==> src/rtl/ccd_seqgen.sv <==
// ccd_seqgen -- CCD timing sequencer.
//
// Produces the vertical/horizontal CCD phases and the AFE syncs for a
// frame-transfer sensor. A capture is one or more frames. Each frame is a
// frame transfer (XFER) followed by read lines (HFP, ACTIVE, HBP) and, when
// configured, dumped lines (LSKIP) after each read line. Every row index
// 0..vpix is consumed exactly once, either by a read line or by a dump
// sub-line, so v_cnt never passes vpix.
//
// Optional feature macro: CCDSEQ_ESHUT_EN. When defined it adds an
// electronic-shutter state (ESHUT, strobe high for cfg_ts+1 clocks) before
// every XFER, with input cfg_ts and output strobe.
//
// Ports:
//   clk, rst_n          pixel-subdivision clock, async active-low reset
//                       (assertion is immediate, release is synchronised)
//   start, stop         one-clock requests. start is only taken in IDLE and
//                       latches all cfg_* into shadow registers; stop is only
//                       taken while busy and ends capture at the next frame end.
//                       When both arrive in the same IDLE cycle, start wins.
//   cfg_*               capture configuration (sampled only on start)
//   busy, frame_done,   status: busy outside IDLE, one-clock frame-end pulse,
//   frame_cnt           frames completed in the current capture
//   hsync, vsync        AFE syncs
//   v1, v2, fdg,        CCD phases; all registered, decoded from the previous
//   h1, h2, rg          clock's state and h_cnt
module ccd_seqgen #(
    parameter int CNTW = 15,
    parameter int SUBW = 2,
    parameter int NFRW = 8
) (
    input  logic            clk,
    input  logic            rst_n,
    input  logic            start,
    input  logic            stop,
    input  logic [CNTW-1:0] cfg_hpix,
    input  logic [CNTW-1:0] cfg_vpix,
    input  logic [3:0]      cfg_vskip,
    input  logic [NFRW-1:0] cfg_nframes,
    input  logic [CNTW-1:0] cfg_tvccd,
    input  logic [CNTW-1:0] cfg_thd,
    input  logic [CNTW-1:0] cfg_tfrm,
`ifdef CCDSEQ_ESHUT_EN
    input  logic [CNTW-1:0] cfg_ts,
    output logic            strobe,
`endif
    output logic            busy,
    output logic            frame_done,
    output logic [NFRW-1:0] frame_cnt,
    output logic            hsync,
    output logic            vsync,
    output logic            v1,
    output logic            v2,
    output logic            fdg,
    output logic            h1,
    output logic            h2,
    output logic            rg
);

    localparam int HW = CNTW + SUBW;

    typedef enum logic [2:0] {
        S_IDLE,
        S_XFER,
        S_HFP,
        S_ACTIVE,
        S_HBP,
        S_LSKIP
`ifdef CCDSEQ_ESHUT_EN
        , S_ESHUT
`endif
    } state_t;

`ifdef CCDSEQ_ESHUT_EN
    localparam state_t S_FIRST = S_ESHUT;
`else
    localparam state_t S_FIRST = S_XFER;
`endif

    // Reset synchroniser: clears at once, releases two clocks later.
    logic [1:0] rst_sync_q, rst_sync_d;
    logic       rst_core_n;

    always_comb rst_sync_d = {rst_sync_q[0], 1'b1};

    always_ff @(posedge clk or negedge rst_n) begin
        if (!rst_n) rst_sync_q <= '0;
        else        rst_sync_q <= rst_sync_d;
    end

    assign rst_core_n = rst_sync_q[1];

    state_t          state_q, state_d;
    logic [HW-1:0]   h_cnt_q, h_cnt_d;
    logic [CNTW-1:0] v_cnt_q, v_cnt_d;
    logic [3:0]      sub_cnt_q, sub_cnt_d;
    logic [NFRW-1:0] frame_cnt_q, frame_cnt_d;
    logic            stop_q, stop_d;
    logic [CNTW-1:0] hpix_q, hpix_d, vpix_q, vpix_d;
    logic [CNTW-1:0] tvccd_q, tvccd_d, thd_q, thd_d, tfrm_q, tfrm_d;
    logic [3:0]      vskip_q, vskip_d;
    logic [NFRW-1:0] nframes_q, nframes_d;
`ifdef CCDSEQ_ESHUT_EN
    logic [CNTW-1:0] ts_q, ts_d;
    logic            strobe_q, strobe_d;
`endif
    logic busy_q, busy_d, frame_done_q, frame_done_d;
    logic hsync_q, hsync_d, vsync_q, vsync_d;
    logic v1_q, v1_d, v2_q, v2_d, fdg_q, fdg_d;
    logic h1_q, h1_d, h2_q, h2_d, rg_q, rg_d;

    logic            frame_end;
    logic            line_end, xfer_end, act_end, hbp_end, in_tv;
    logic [HW:0]     h_next_w, line_len;
    logic [NFRW-1:0] frame_cnt_inc;

    // HFP and LSKIP sub-lines share the tvccd+thd length; a zero total
    // still lasts one clock rather than wrapping the counter.
    assign h_next_w      = {1'b0, h_cnt_q} + {{HW{1'b0}}, 1'b1};
    assign line_len      = {{SUBW{1'b0}}, {1'b0, tvccd_q} + {1'b0, thd_q}};
    assign line_end      = (h_next_w >= line_len);
    assign xfer_end      = (h_cnt_q == {{SUBW{1'b0}}, tfrm_q});
    assign act_end       = (h_cnt_q == {hpix_q, {SUBW{1'b1}}});
    assign hbp_end       = (h_cnt_q == {{CNTW{1'b0}}, {SUBW{1'b1}}});
    assign in_tv         = (h_cnt_q < {{SUBW{1'b0}}, tvccd_q});
    assign frame_cnt_inc = frame_cnt_q + {{(NFRW-1){1'b0}}, 1'b1};

    always_comb begin
        state_d     = state_q;
        h_cnt_d     = h_cnt_q + {{(HW-1){1'b0}}, 1'b1};
        v_cnt_d     = v_cnt_q;
        sub_cnt_d   = sub_cnt_q;
        frame_cnt_d = frame_cnt_q;
        stop_d      = stop_q;
        hpix_d      = hpix_q;
        vpix_d      = vpix_q;
        vskip_d     = vskip_q;
        nframes_d   = nframes_q;
        tvccd_d     = tvccd_q;
        thd_d       = thd_q;
        tfrm_d      = tfrm_q;
`ifdef CCDSEQ_ESHUT_EN
        ts_d        = ts_q;
`endif
        frame_end   = 1'b0;

        if (state_q != S_IDLE && stop) stop_d = 1'b1;

        case (state_q)
            S_IDLE: begin
                h_cnt_d = '0;
                if (start) begin
                    hpix_d      = cfg_hpix;
                    vpix_d      = cfg_vpix;
                    vskip_d     = cfg_vskip;
                    nframes_d   = cfg_nframes;
                    tvccd_d     = cfg_tvccd;
                    thd_d       = cfg_thd;
                    tfrm_d      = cfg_tfrm;
`ifdef CCDSEQ_ESHUT_EN
                    ts_d        = cfg_ts;
`endif
                    frame_cnt_d = '0;
                    stop_d      = 1'b0;
                    state_d     = S_FIRST;
                end
            end
`ifdef CCDSEQ_ESHUT_EN
            S_ESHUT:  if (h_cnt_q == {{SUBW{1'b0}}, ts_q}) state_d = S_XFER;
`endif
            S_XFER:   if (xfer_end) state_d = S_HFP;
            S_HFP:    if (line_end) state_d = S_ACTIVE;
            S_ACTIVE: if (act_end)  state_d = S_HBP;
            S_HBP: begin
                if (hbp_end) begin
                    if (v_cnt_q == vpix_q) begin
                        frame_end = 1'b1;
                    end else begin
                        v_cnt_d   = v_cnt_q + {{(CNTW-1){1'b0}}, 1'b1};
                        sub_cnt_d = '0;
                        state_d   = (vskip_q != 4'd0) ? S_LSKIP : S_HFP;
                    end
                end
            end
            S_LSKIP: begin
                if (line_end) begin
                    // Each sub-line dumps row v_cnt; the row equal to vpix
                    // is the last one of the frame.
                    h_cnt_d = '0;
                    if (v_cnt_q == vpix_q) begin
                        frame_end = 1'b1;
                    end else begin
                        v_cnt_d = v_cnt_q + {{(CNTW-1){1'b0}}, 1'b1};
                        if (sub_cnt_q == vskip_q - 4'd1) state_d = S_HFP;
                        else sub_cnt_d = sub_cnt_q + 4'd1;
                    end
                end
            end
            default: state_d = S_IDLE;
        endcase

        if (frame_end) begin
            v_cnt_d     = '0;
            frame_cnt_d = frame_cnt_inc;
            if (stop_q || (nframes_q != '0 && frame_cnt_inc == nframes_q)) state_d = S_IDLE;
            else state_d = S_FIRST;
        end

        if (state_d != state_q) h_cnt_d = '0;
    end

    // Output decode of the current state; registered below so every phase
    // lags its state/h_cnt by one clock.
    always_comb begin
        v1_d         = 1'b1;
        v2_d         = 1'b0;
        fdg_d        = 1'b0;
        h1_d         = 1'b1;
        h2_d         = 1'b0;
        hsync_d      = 1'b0;
        vsync_d      = 1'b0;
`ifdef CCDSEQ_ESHUT_EN
        strobe_d     = 1'b0;
`endif
        busy_d       = (state_q != S_IDLE);
        frame_done_d = frame_end;
        rg_d         = (state_q != S_IDLE) && (h_cnt_q[SUBW-1:0] == '0);
        case (state_q)
            S_XFER: begin
                v1_d    = 1'b0;
                v2_d    = 1'b1;
                vsync_d = 1'b1;
            end
            S_HFP: begin
                hsync_d = 1'b1;
                if (in_tv) begin
                    v1_d = 1'b0;
                    v2_d = 1'b1;
                end
            end
            S_ACTIVE: begin
                h1_d = ~h_cnt_q[SUBW-1];
                h2_d = h_cnt_q[SUBW-1];
            end
            S_LSKIP: begin
                fdg_d = 1'b1;
                if (in_tv) begin
                    v1_d = 1'b0;
                    v2_d = 1'b1;
                end
            end
`ifdef CCDSEQ_ESHUT_EN
            S_ESHUT: strobe_d = 1'b1;
`endif
            default: ;
        endcase
    end

    always_ff @(posedge clk or negedge rst_core_n) begin
        if (!rst_core_n) begin
            state_q      <= S_IDLE;
            h_cnt_q      <= '0;
            v_cnt_q      <= '0;
            sub_cnt_q    <= '0;
            frame_cnt_q  <= '0;
            stop_q       <= 1'b0;
            hpix_q       <= '0;
            vpix_q       <= '0;
            vskip_q      <= '0;
            nframes_q    <= '0;
            tvccd_q      <= '0;
            thd_q        <= '0;
            tfrm_q       <= '0;
`ifdef CCDSEQ_ESHUT_EN
            ts_q         <= '0;
            strobe_q     <= 1'b0;
`endif
            busy_q       <= 1'b0;
            frame_done_q <= 1'b0;
            hsync_q      <= 1'b0;
            vsync_q      <= 1'b0;
            v1_q         <= 1'b1;
            v2_q         <= 1'b0;
            fdg_q        <= 1'b0;
            h1_q         <= 1'b1;
            h2_q         <= 1'b0;
            rg_q         <= 1'b0;
        end else begin
            state_q      <= state_d;
            h_cnt_q      <= h_cnt_d;
            v_cnt_q      <= v_cnt_d;
            sub_cnt_q    <= sub_cnt_d;
            frame_cnt_q  <= frame_cnt_d;
            stop_q       <= stop_d;
            hpix_q       <= hpix_d;
            vpix_q       <= vpix_d;
            vskip_q      <= vskip_d;
            nframes_q    <= nframes_d;
            tvccd_q      <= tvccd_d;
            thd_q        <= thd_d;
            tfrm_q       <= tfrm_d;
`ifdef CCDSEQ_ESHUT_EN
            ts_q         <= ts_d;
            strobe_q     <= strobe_d;
`endif
            busy_q       <= busy_d;
            frame_done_q <= frame_done_d;
            hsync_q      <= hsync_d;
            vsync_q      <= vsync_d;
            v1_q         <= v1_d;
            v2_q         <= v2_d;
            fdg_q        <= fdg_d;
            h1_q         <= h1_d;
            h2_q         <= h2_d;
            rg_q         <= rg_d;
        end
    end

`ifdef CCDSEQ_ESHUT_EN
    assign strobe     = strobe_q;
`endif
    assign busy       = busy_q;
    assign frame_done = frame_done_q;
    assign frame_cnt  = frame_cnt_q;
    assign hsync      = hsync_q;
    assign vsync      = vsync_q;
    assign v1         = v1_q;
    assign v2         = v2_q;
    assign fdg        = fdg_q;
    assign h1         = h1_q;
    assign h2         = h2_q;
    assign rg         = rg_q;

endmodule

==> config.mk <==
export PLATFORM = sky130hd
export DESIGN_NAME = ccd_seqgen
export DESIGN_NICKNAME = d
export VERILOG_FILES = /design/src/rtl/ccd_seqgen.sv
export SDC_FILE = /design/constraint.sdc
export NUM_CORES = 1
export LEC_CHECK = 0
export ABC_AREA = 1
export BUFFER_PORTS_ARGS = -buffer_cell sky130_fd_sc_hd__buf_2
export CAP_MARGIN = 0
export CORE_AREA = 2 2 164 166
export CTS_CLUSTER_DIAMETER = 40
export DETAILED_ROUTE_END_ITERATION = 6
export DIE_AREA = 0 0 166 168
export PLACE_DENSITY_LB_ADDON = 0.1
export SYNTH_ARGS = -nofsm -noshare
export SYNTH_HDL_FRONTEND = slang
export SYNTH_SLANG_ARGS = --single-unit
==> constraint.sdc <==
create_clock -name clk -period 6.96 [get_ports clk]
set_input_delay 2.088 -clock clk [delete_from_list [all_inputs] [get_ports clk]]
set_output_delay 2.088 -clock clk [all_outputs]
set_load 0.005 [all_outputs]
==> results of run 1 <==
cell usage in the layout (no fill, tap or decap), types with 5 or more instances in the layout:
| cell type | netlist | layout |
|---|---|---|
| inv_1 | 140 | 140 |
| nor2_1 | 101 | 101 |
| xnor2_1 | 16 | 16 |
| buf_2 | 2 | 108 |
| a21o_1 | 7 | 7 |
| nor4_1 | 5 | 5 |
| nor3_1 | 17 | 17 |
| ha_1 | 52 | 52 |
| clkbuf_16 | 0 | 17 |
| nor2_2 | 13 | 13 |
| nand3_1 | 40 | 40 |
| xor2_1 | 34 | 34 |
| o21ai_0 | 84 | 84 |
| a31oi_1 | 6 | 6 |
| nand2_2 | 6 | 6 |
| nand4_1 | 8 | 8 |
| bufinv_16 | 0 | 5 |
| dfrtp_1 | 145 | 144 |
| nand2_1 | 396 | 396 |
| a21oi_1 | 30 | 30 |
| o22ai_1 | 5 | 5 |
where the power goes:
group	internal (mW)	leakage [nW]	switching (mW)	total, mW
clock network	0.649	0.315	0.391	1.04
logic	0.0182	3.64	0.0208	0.0390
registers	0.855	1.65	0.00484	0.860
routing by layer:
| metal | global-route usage (%) | vias up |
|---|---|---|
| met3 | 3.15 | 11 |
| met1 | 22.4 | 3373 |
| met2 | 29.7 | 78 |
| li1 | - | 3891 |
| met4 | 4.39 | 0 |
| met5 | 0 | - |
worst reg2reg max path, cell delays in order, from the launching register on:
cell	delay (ns)
dfrtp_1	0.40
ha_1	0.24
fa_1	0.40
nand3_1	0.10
nand2_1	0.12
a21o_1	0.21
nand2_1	0.06
a21oi_1	0.09
a31oi_1	0.21
o21ai_0	0.13
xor2_1	0.15
ha_1	0.27
nand2_1	0.07
nor2_1	0.05
nand2_1	0.06
nor2_1	0.04
nor2_1	0.12
nand3_1	0.10
nor2_2	0.17
nand3_4	0.15
nand2_4	0.20
inv_4	0.11
nand3_4	0.08
nand2_2	0.06
nand2_1	0.07
nand2_2	0.07
nand2_4	0.23
nor2_1	0.08
logic make-up (layout without fill, tap and decap cells):
family	after synthesis	after routing	share of synthesized area (%)
AOI/OAI and AO/OA	140	140	8.62
adders and majority gates	53	53	7.64
DFF	147	147	41.9
xor gates and xnor gates	50	50	4.99
buffers and inverters	168	288	7.44
other	1	1	0.0427
and+or+nand+nor	604	604	29.3
state kept, by name (all words and copies together), names as in the netlist, 2 cells and up:
signal / cells
frame_cnt: 8
h_cnt_q: 17
hpix_q: 15
nframes_q: 8
rst_sync_q: 2
state_q: 3
sub_cnt_q: 4
tfrm_q: 15
thd_q: 15
tvccd_q: 15
v_cnt_q: 15
vpix_q: 15
vskip_q: 4
through the flow:
stage,area [um2],power [mW]
floorplan,8780,0.883
global placement,9670,0.918
detailed placement,9670,0.918
CTS,10300,1.97
global route,10300,2.00
finish,10300,1.94
area by class of cell:
| type | instances | share of cell area, % |
|---|---|---|
| multi-input combinational | 848 | 43.1 |
| sequential | 147 | 35.7 |
| timing repair buffer | 112 | 5.53 |
| tap | 341 | 4.13 |
| inverter | 144 | 5.29 |
| clock inverter | 12 | 1.96 |
| clock buffer | 20 | 4.33 |
worst paths after layout:
check / from / end / slack [ns]
min reg2reg: rst_sync_q[1] / tfrm_q[1] / 0.32
max in group asynchronous: rst_sync_q[1] / rg / 5.34
max reg2reg: tvccd_q[0] / h_cnt_q[1] / 2.80
min: rst_sync_q[1] / tfrm_q[1] / 0.32
min in group clk: rst_sync_q[0] / rst_sync_q[1] / 0.35
max: tvccd_q[0] / h_cnt_q[1] / 2.80
==> metrics, run 1 <==
Final WS setup=~2.8 ns; unrepaired setup endpoints after global routing=false; CP Class=reg2reg; DR pass1 iterations=4; Hold Vio Cnt, Final=0; commonest cells in the netlist=396 x nand2_1, 145 x dfrtp_1, 140 x inv_1, 101 x nor2_1, 84 x o21ai_0; Seq/Total Area, Yosys=41.9%; die area=between 20000 and 30000 um2; P_leak=5.60 nW; R2R depth=27; CTS tree=yes; Routed WL per cell=14.2 um; final core utilization=between 30% and 40%; vias in the first global route=7400; CTS H-Tree Depth=4; multi-input logic area=4440 um2; endpoints failing setup=0; Req. time, crit path=7.27 ns; Startpoint Class=flip-flop; peak per-stage delay on the critical path=roughly 0.40 ns; Post-synth EDFFs=0; period utilisation layout=59.7%; Worst Skew=0.0162 ns; PD cells=around 190 nW/um2; worst hold-check path type=reg2async; Crit path top cell by count=nand2_1; placed cells=roughly 1600; most frequent cell after synthesis=nand2_1; worst endpoint data arrival time=4.46 ns; Final Instance Count excl. Fillers=1624; Max Cap Violations=0; Initial Util=33.3%; status=completed; Synth warnings=0; fraction of layout cells with a size suffix above 1=14.3%; hpwl dp=between 15000 and 20000 um; syn_nets=1307; cts hold-fix bufs=0; initial antenna violation count=0; worst hold slack=0.322 ns; Die X=166 um; #FFs+latches synth=147; register area=3680 um2; Post-route DRC=0; I/O pin total=109; first-pass GRT wire length=38200 um; largest net degree at the start of global routing=70; Iter 0 DRT Violations=approximately 420; max frequency=241 MHz; Root Buffer=clkbuf_16; remaining antenna violation count=0; CP Max Fanout=17; # diodes=0; clock buffer depth=2; leading post-synthesis cells by cell area=dfrtp_1 41%, nand2_1 17%, ha_1 7.4%; core area=26400 um2; Post-synth ARST share=100%; pre-CTS setup slack=2.75 ns; Synth top area share=between 40% and 50%; Mean Syn Cell Area=between 7 and 8 um2; DR WL met2=11400 um; CTS resizes=0; WL met3=about 550 um; GRT Overall Usage=17.2%; WP depth=27; Worst-Margin Slew=0.873 ns; relative slew slack=41.8%; family with the most delay on the worst path=simple AND/OR/NAND/NOR gates; CP bufs+invs=1; M1 WL=11000 um; Syn Inst Count=about 1200; Unique masters post-synth=45; vias per std cell=approximately 4.5; CTS Sinks=147; Max IR drop VDD=149 uV; Total Neg Setup Slack=0 ns; fin. max-slew vios=0; GR Overflow Total=0; Tmin final=4.16 ns; CTS buffer count=17; FP Rows=60; Layout area overhead=17.6%; post-synthesis instance area=8780 um2; Die Span Y=168 um; vias=7353; final net count=1414; cell taking the most area after synthesis=dfrtp_1; CP max stage cell=dfrtp_1; ys flop type=dfrtp_1; RePlAce Congestion=0.808; count of input and output buffers=approximately 110; setup bufs post-CTS=0; Total Wirelength=around 23000 um; clk_lat worst skew=0.44 ns; filler instances=2807; crit path capture type=flip-flop; DR top layer=met4; Reg clk slew, reported paths=0.07 ns
No activity file was read; power rests on OpenSTA's default activity.
==> inputs of run 2 (changes only) <==
Clock period 6.96 ns to 3.7 ns, I/O delays scaled along.
==> metrics, run 2 (synthesis gave the netlist of run 1 again) <==
RePlAce Congestion=0.851 (+5.3%); sequential power share=44.5% (about the same); crit path capture type=flip-flop; P_leak=5.97 nW (+6.6%); # diodes=0 (unchanged); total power=3.64 mW (+88%); commonest cells after routing, fill and taps aside=379 x nand2_1, 144 x dfrtp_1, 137 x inv_1; Hold Vio Cnt, Final=0 (unchanged); Crit path top cell by count=nand2_2; Startpoint Class=flip-flop; largest net degree at the start of global routing=65 (-7.1%); die area=27900 um2 (unchanged); CTS tree=yes; final core utilization=42.5% (+3.3 points); peak per-stage delay on the critical path=0.39 ns (about the same); CTS Sinks=147 (unchanged); hpwl dp=18400 um (+5.0%); GRT Overall Usage=17.5% (+0.29 points); most common cell after layout, fill and taps aside=nand2_1; cts hold-fix bufs=0 (unchanged); initial antenna violation count=0 (unchanged); CTS H-Tree Depth=4 (unchanged); PD cells=325 nW/um2 (+73%); CP Max Fanout=8 (-9); combinational power share=1.9% (about the same); failing checks=setup timing; Reg clk slew, reported paths=0.07 ns (about the same); fraction of layout cells with a size suffix above 1=22.5% (+8.1 points); Initial Util=33.3% (unchanged); Req. time, crit path=4.05 ns (-3.22 ns); vias=7720 (+5.0%); Die X=166 um (unchanged); met1 Use GR=22.4% (+0.036 points); Sw Share=20.6% (-0.88 points); final net count=1472 (+4.1%); FP Rows=60 (unchanged); Psw=0.750 mW (+80%); Final WS setup=-0.118 ns (-2.92 ns); status=finished, violations left; vias in the first global route=7621 (+3.0%); GR peak layer=met2; first-pass GRT wire length=39000 um (+2.0%); CTS buffer count=17 (unchanged); worst hold-check path type=reg2reg; Layout area overhead=27.6%; Routed WL per cell=14.5 um (+2.2%); max frequency=262 MHz (+8.8%); I/O pin total=109 (unchanged); global routing met3 resource utilization=3.22% (+0.071 points); clock buffer depth=2 (unchanged); period utilisation layout=103% (+43 points); worst endpoint data arrival time=4.17 ns (-0.29 ns); Most flops, register=h_cnt_q; Iter 0 DRT Violations=384 (-9.0%); core area=26400 um2 (unchanged); endpoints failing setup=18 (+18); Total Wirelength=24400 um (+5.8%); remaining antenna violation count=0 (unchanged); Internal Power=2.89 mW (+90%); Die Span Y=168 um (unchanged); Global Route met2 Usage=30.6% (+0.87 points); clk_lat worst skew=0.43 ns (about the same); unrepaired setup endpoints after global routing=true; clock share of power=53.5% (about the same); relative slew slack=48.6% (+6.8 points); Worst Skew=0.0140 ns (-0.00220 ns); CP bufs+invs=1 (unchanged); fin. max-slew vios=0 (unchanged); vias per std cell=4.60 (+1.5%); Worst-Margin Slew=0.771 ns (-0.102 ns); CP max stage cell=dfrtp_1; family with the most delay on the worst path=simple AND/OR/NAND/NOR gates; max reg flops=17 (unchanged); CP Class=reg2reg; GR Overflow Total=0 (unchanged); DR pass1 iterations=5 (+1); Max Cap Violations=0 (unchanged); Max IR drop VDD=262 uV (+76%); Root Buffer=clkbuf_16; cell area after layout=11200 um2 (+8.5%); placed cell areas=10000 um2 (+3.8%); Post-route DRC=0 (unchanged); count of input and output buffers=108 (unchanged); Tmin final=3.82 ns (-0.338 ns)
run 2: cell types whose count changed in the layout (fill, tap and decap cells not counted), sizes merged:
| cell | delta |
|---|---|
| clkbuf | +1 |
| clkinvlp | +1 |
| nand2 | +2 |
| inv | -2 |
| clkinv | -2 |
| buf | +56 |
run 2: final timing paths:
| kind | startpoint | endpoint | slack, ns | cells past startpoint |
|---|---|---|---|---|
| hold reg to reg | rst_sync_q[0] | rst_sync_q[1] | 0.35 | 0 |
| min in group asynchronous | rst_sync_q[1] | tfrm_q[6] | 0.40 | 0 |
| hold / removal | rst_sync_q[0] | rst_sync_q[1] | 0.35 | 0 |
| setup / recovery | thd_q[0] | h_cnt_q[11] | -0.12 | 29 |
| max in group asynchronous | rst_sync_q[1] | tvccd_q[12] | 2.39 | 1 |
| setup reg to reg | thd_q[0] | h_cnt_q[11] | -0.12 | 29 |
run 2: per-layer routing:
| metal | part of all wire (%) | up-vias |
|---|---|---|
| met2 | 50 | 101 |
| met3 | 2.5 | 28 |
| met4 | 1.5 | 0 |
| met5 | 0 | - |
| li1 | - | 3993 |
| met1 | 46 | 3598 |
run 2: final cells by class:
type / count / area, um2
clock inverters: 9 / 179
fillers: 2725 / 15200
multi-input cells: 850 / 4790
well taps: 341 / 427
clock buffers: 21 / 470
repair buffers: 168 / 1090
flip-flops and latches: 147 / 3680
inverters: 144 / 556
run 2: worst reg2reg max path: cells and delay by family, from the launching register on:
kind	cells	cell delay, ns
xor+xnor	1	0.15
simple gates	20	1.67
flops	1	0.39
buf+inv	1	0.14
fa+ha+maj	3	0.86
compound gates	4	0.55
run 2: stage by stage:
step	worst slack, ns	setup TNS, ns	std cells	hold slack, ns
after global placement	-0.0231	-0.144	1637	0.334
after global routing	-0.370	-9.09	1680	0.355
final	-0.118	-1.50	1680	0.351
after detailed placement	-0.0795	-0.935	1637	0.338
after CTS	0.00178	0	1673	0.354
after floorplan	0.113	0	1163	0.331
run 2: power groups by stage:
stage | Clock [mW] | Combinational (mW) | Sequential (mW)
after global routing | 2.07 | 0.0801 | 1.62
after global placement | 0 | 0.0723 | 1.65
after floorplan | 0 | 0.000320 | 1.66
after CTS | 2.00 | 0.0736 | 1.62
after detailed placement | 0 | 0.0732 | 1.65
final | 1.95 | 0.0699 | 1.62
run 2: what timing repair did:
item                                    in CTS  in global routing
endpoints found under the setup margin      29                 44
pin swaps                                    0                 30
resized for setup                           11                 95
cloned                                       2                  0
setup buffers                                4                  7
==> inputs of run 3 (changes only) <==
Settings changed: ABC_AREA 1 to not set, CORE_AREA 2 2 164 166 to 2 2 154 171, DIE_AREA 0 0 166 168 to 0 0 156 173.
==> metrics, run 3 <==
Total Neg Setup Slack=-21.24 ns (-19.74 ns); count of input and output buffers=108 (unchanged); Tmin final=4.45 ns (+0.633 ns); Post-route DRC=0 (unchanged); period utilisation layout=120% (+17 points); end of the critical path=h_cnt_q[10]; CTS buffer count=17 (unchanged); Layout area overhead=25.4%; status=finished, violations left; worst hold-check path type=reg2reg; max frequency=225 MHz (-14%); CP Max Fanout=6 (-2); DR top layer=met4; CP Class=reg2reg; fin. max-slew vios=0 (unchanged); largest net degree at the start of global routing=106 (+63%); relative slew slack=31.5% (-17 points); leading post-synthesis cells by cell area=dfrtp_1 43%, nand2_1 12%, ha_1 7.7%; max reg flops=17 (unchanged); Startpoint Class=flip-flop; Mean Syn Cell Area=8.93 um2 (+18%); P_leak=5.27 nW (-12%); failing checks=setup timing; Die X=156 um (-6.0%); fraction of layout cells with a size suffix above 1=24.4% (+1.9 points); clk_lat worst skew=0.43 ns (about the same); CTS tree=yes; worst endpoint data arrival time=4.81 ns (+0.64 ns); remaining antenna violation count=0 (unchanged); Hold Vio Cnt, Final=0 (unchanged); first-pass GRT wire length=36100 um (-7.3%); DR WL met2=11700 um (-4.4%); most common cell after layout, fill and taps aside=nand2_1; final core utilization=42.1% (-0.44 points); core area=25100 um2 (-4.7%); #FFs+latches synth=147 (unchanged); critical path launch point=tvccd_q[0]; R2R depth=21 (-28%); crit path capture type=flip-flop; Total Wirelength=22200 um (-9.0%); peak per-stage delay on the critical path=0.48 ns (+0.09 ns); Worst Skew=0.0116 ns (-0.00242 ns); ys flop type=dfrtp_1; Iter 0 DRT Violations=315 (-18%); Final Instance Count excl. Fillers=1432 (-15%); Routed WL per cell=15.5 um (+6.8%); final net count=1248 (-15%); family with the most delay on the worst path=compound AO/OA/AOI/OAI gates; commonest cells after routing, fill and taps aside=267 x nand2_1, 144 x dfrtp_1, 108 x buf_2; RePlAce Congestion=0.814 (-4.4%); Post-synth ARST share=100% (unchanged); I/O pin total=109 (unchanged); Die Span Y=173 um (+3.0%); Syn Inst Count=943 (-19%); FF-to-FF Start=tvccd_q[0]; placed cells=1388 (-15%); worst reg-to-reg setup slack=-0.75 ns (-0.63 ns); total power=7.82 mW (+110%); Unique masters post-synth=67 (+49%); WL met3=642 um (+4.2%); Worst-Margin Slew=1.03 ns (+0.257 ns); FP Rows=61 (+1.7%); die area=27000 um2 (-3.2%); M1 WL=9680 um (-14%); unrepaired setup endpoints after global routing=true; most frequent cell after synthesis=nand2_1; CP max stage cell=or4_4; R2R Path End=h_cnt_q[10]; Most flops, register=h_cnt_q; hpwl dp=16700 um (-9.4%); Reg clk slew, reported paths=0.07 ns (about the same); Seq/Total Area, Yosys=43.7% (+1.8 points); endpoints failing setup=47 (+29); Final WS setup=-0.750 ns (-0.633 ns); Root Buffer=clkbuf_16; vias=6840 (-11%); Initial Util=33.5% (+0.23 points); syn_nets=1087 (-17%); clock buffer depth=2 (unchanged); CTS H-Tree Depth=4 (unchanged); worst-path cell chain=ha_2 > fa_2 > a21o_1 > a21oi_2 > o21bai_1 > a31o_2 > nand4_1 > a31oi_1 > a21o_1 > a21oi_2 > xor2_1 > ha_2 > nand4_1 > a211oi_2 > nor3_2 > o2111a_1 > or4_4 > a211o_4 > buf_12 > buf_4 > nor2b_4; PD cells=740 nW/um2 (+130%); post-synthesis instance area=8420 um2 (-4.0%); Post-synth EDFFs=0 (unchanged); GRT Overall Usage=17.1% (-0.42 points); Synth top area share=43.1% (+1.7 points); DR pass1 iterations=5 (unchanged); Synth warnings=0 (unchanged); CTS Sinks=147 (unchanged); Max Cap Violations=0 (unchanged); commonest cells in the netlist=271 x nand2_1, 145 x dfrtp_1, 59 x xnor2_1, 52 x ha_1, 48 x xor2_1; Req. time, crit path=4.06 ns (about the same); CP bufs+invs=2 (+1); GR Overflow Total=0 (unchanged); initial antenna violation count=0 (unchanged); WP depth=21 (-28%); # diodes=0 (unchanged); vias in the first global route=7025 (-7.8%); cell taking the most area after synthesis=dfrtp_1; Max IR drop VDD=345 uV (+32%); vias per std cell=4.78 (+3.9%)
## run 3: per-stage QoR
step                setup WS, ns  hold WS, ns  area, um2
floorplan                 -0.483        0.331       8470
global placement          -0.792        0.336       9710
detailed placement        -0.841        0.340       9710
CTS                       -0.794        0.356      10500
global route              -0.992        0.369      10600
finish                    -0.750        0.351      10600
## run 3: layout make-up
type | instances | area, um2
clock buffers | 19 | 443
clock inverters | 13 | 125
fillers | 2599 | 14600
inverters | 34 | 128
multi-input cells | 720 | 4580
flip-flops and latches | 147 | 3680
well taps | 315 | 394
repair buffers | 184 | 1200
## run 3: repair_timing
item | 4_1_cts | 5_1_grt
endpoints found under the setup margin | 47 | 48
hold buffers | 0 | 0
pin swaps | 37 | 25
setup buffers | 9 | 7
hold endpoints to repair | 0 | 0
resized for setup | 26 | 18
## run 3: worst register-to-register path, cell delays in order, from the launching register on
cell and delay [ns]:
dfrtp_1 0.38, ha_2 0.20, fa_2 0.34, a21o_1 0.20
a21oi_2 0.14, o21bai_1 0.10, a31o_2 0.22, nand4_1 0.10
a31oi_1 0.12, a21o_1 0.19, a21oi_2 0.14, xor2_1 0.08
ha_2 0.32, nand4_1 0.12, a211oi_2 0.25, nor3_2 0.10
o2111a_1 0.24, or4_4 0.48, a211o_4 0.30, buf_12 0.15
buf_4 0.14, nor2b_4 0.08
## run 3: routing by layer
metal  vias up  global-route usage, %
met5         -                      0
met4         0                   4.36
met3        14                   2.91
met2       102                   30.9
met1      3273                   21.0
li1       3451                      -
## run 3: kinds of logic (layout without fill, tap and decap cells)
kind of cell	Yosys count	count (layout)	share of synthesized area, %
adders and majority gates	53	53	7.96
buffers and inverters	76	250	3.94
and+or+nand+nor	448	448	24.6
AOI/OAI and AO/OA	109	109	8.38
DFF	147	147	43.7
xor gates and xnor gates	107	107	11.1
other	1	1	0.0445
muxes	2	2	0.252
## run 3: worst min-delay path by stage
stage	to	from	depth (start not counted)
floorplan	rst_sync_q[1]	rst_sync_q[0]	0
global placement	rst_sync_q[1]	rst_sync_q[0]	0
detailed placement	rst_sync_q[1]	rst_sync_q[0]	0
CTS	rst_sync_q[1]	rst_sync_q[0]	0
global route	rst_sync_q[1]	rst_sync_q[0]	0
finish	rst_sync_q[1]	rst_sync_q[0]	0
## run 3: power breakdown
| group | switching (mW) | internal [mW] | total (mW) | leakage (nW) |
|---|---|---|---|---|
| Clock | 0.748 | 0.956 | 1.70 | 0.269 |
| Sequential | 0.415 | 2.12 | 2.54 | 1.88 |
| Combinational | 1.83 | 1.75 | 3.58 | 3.12 |
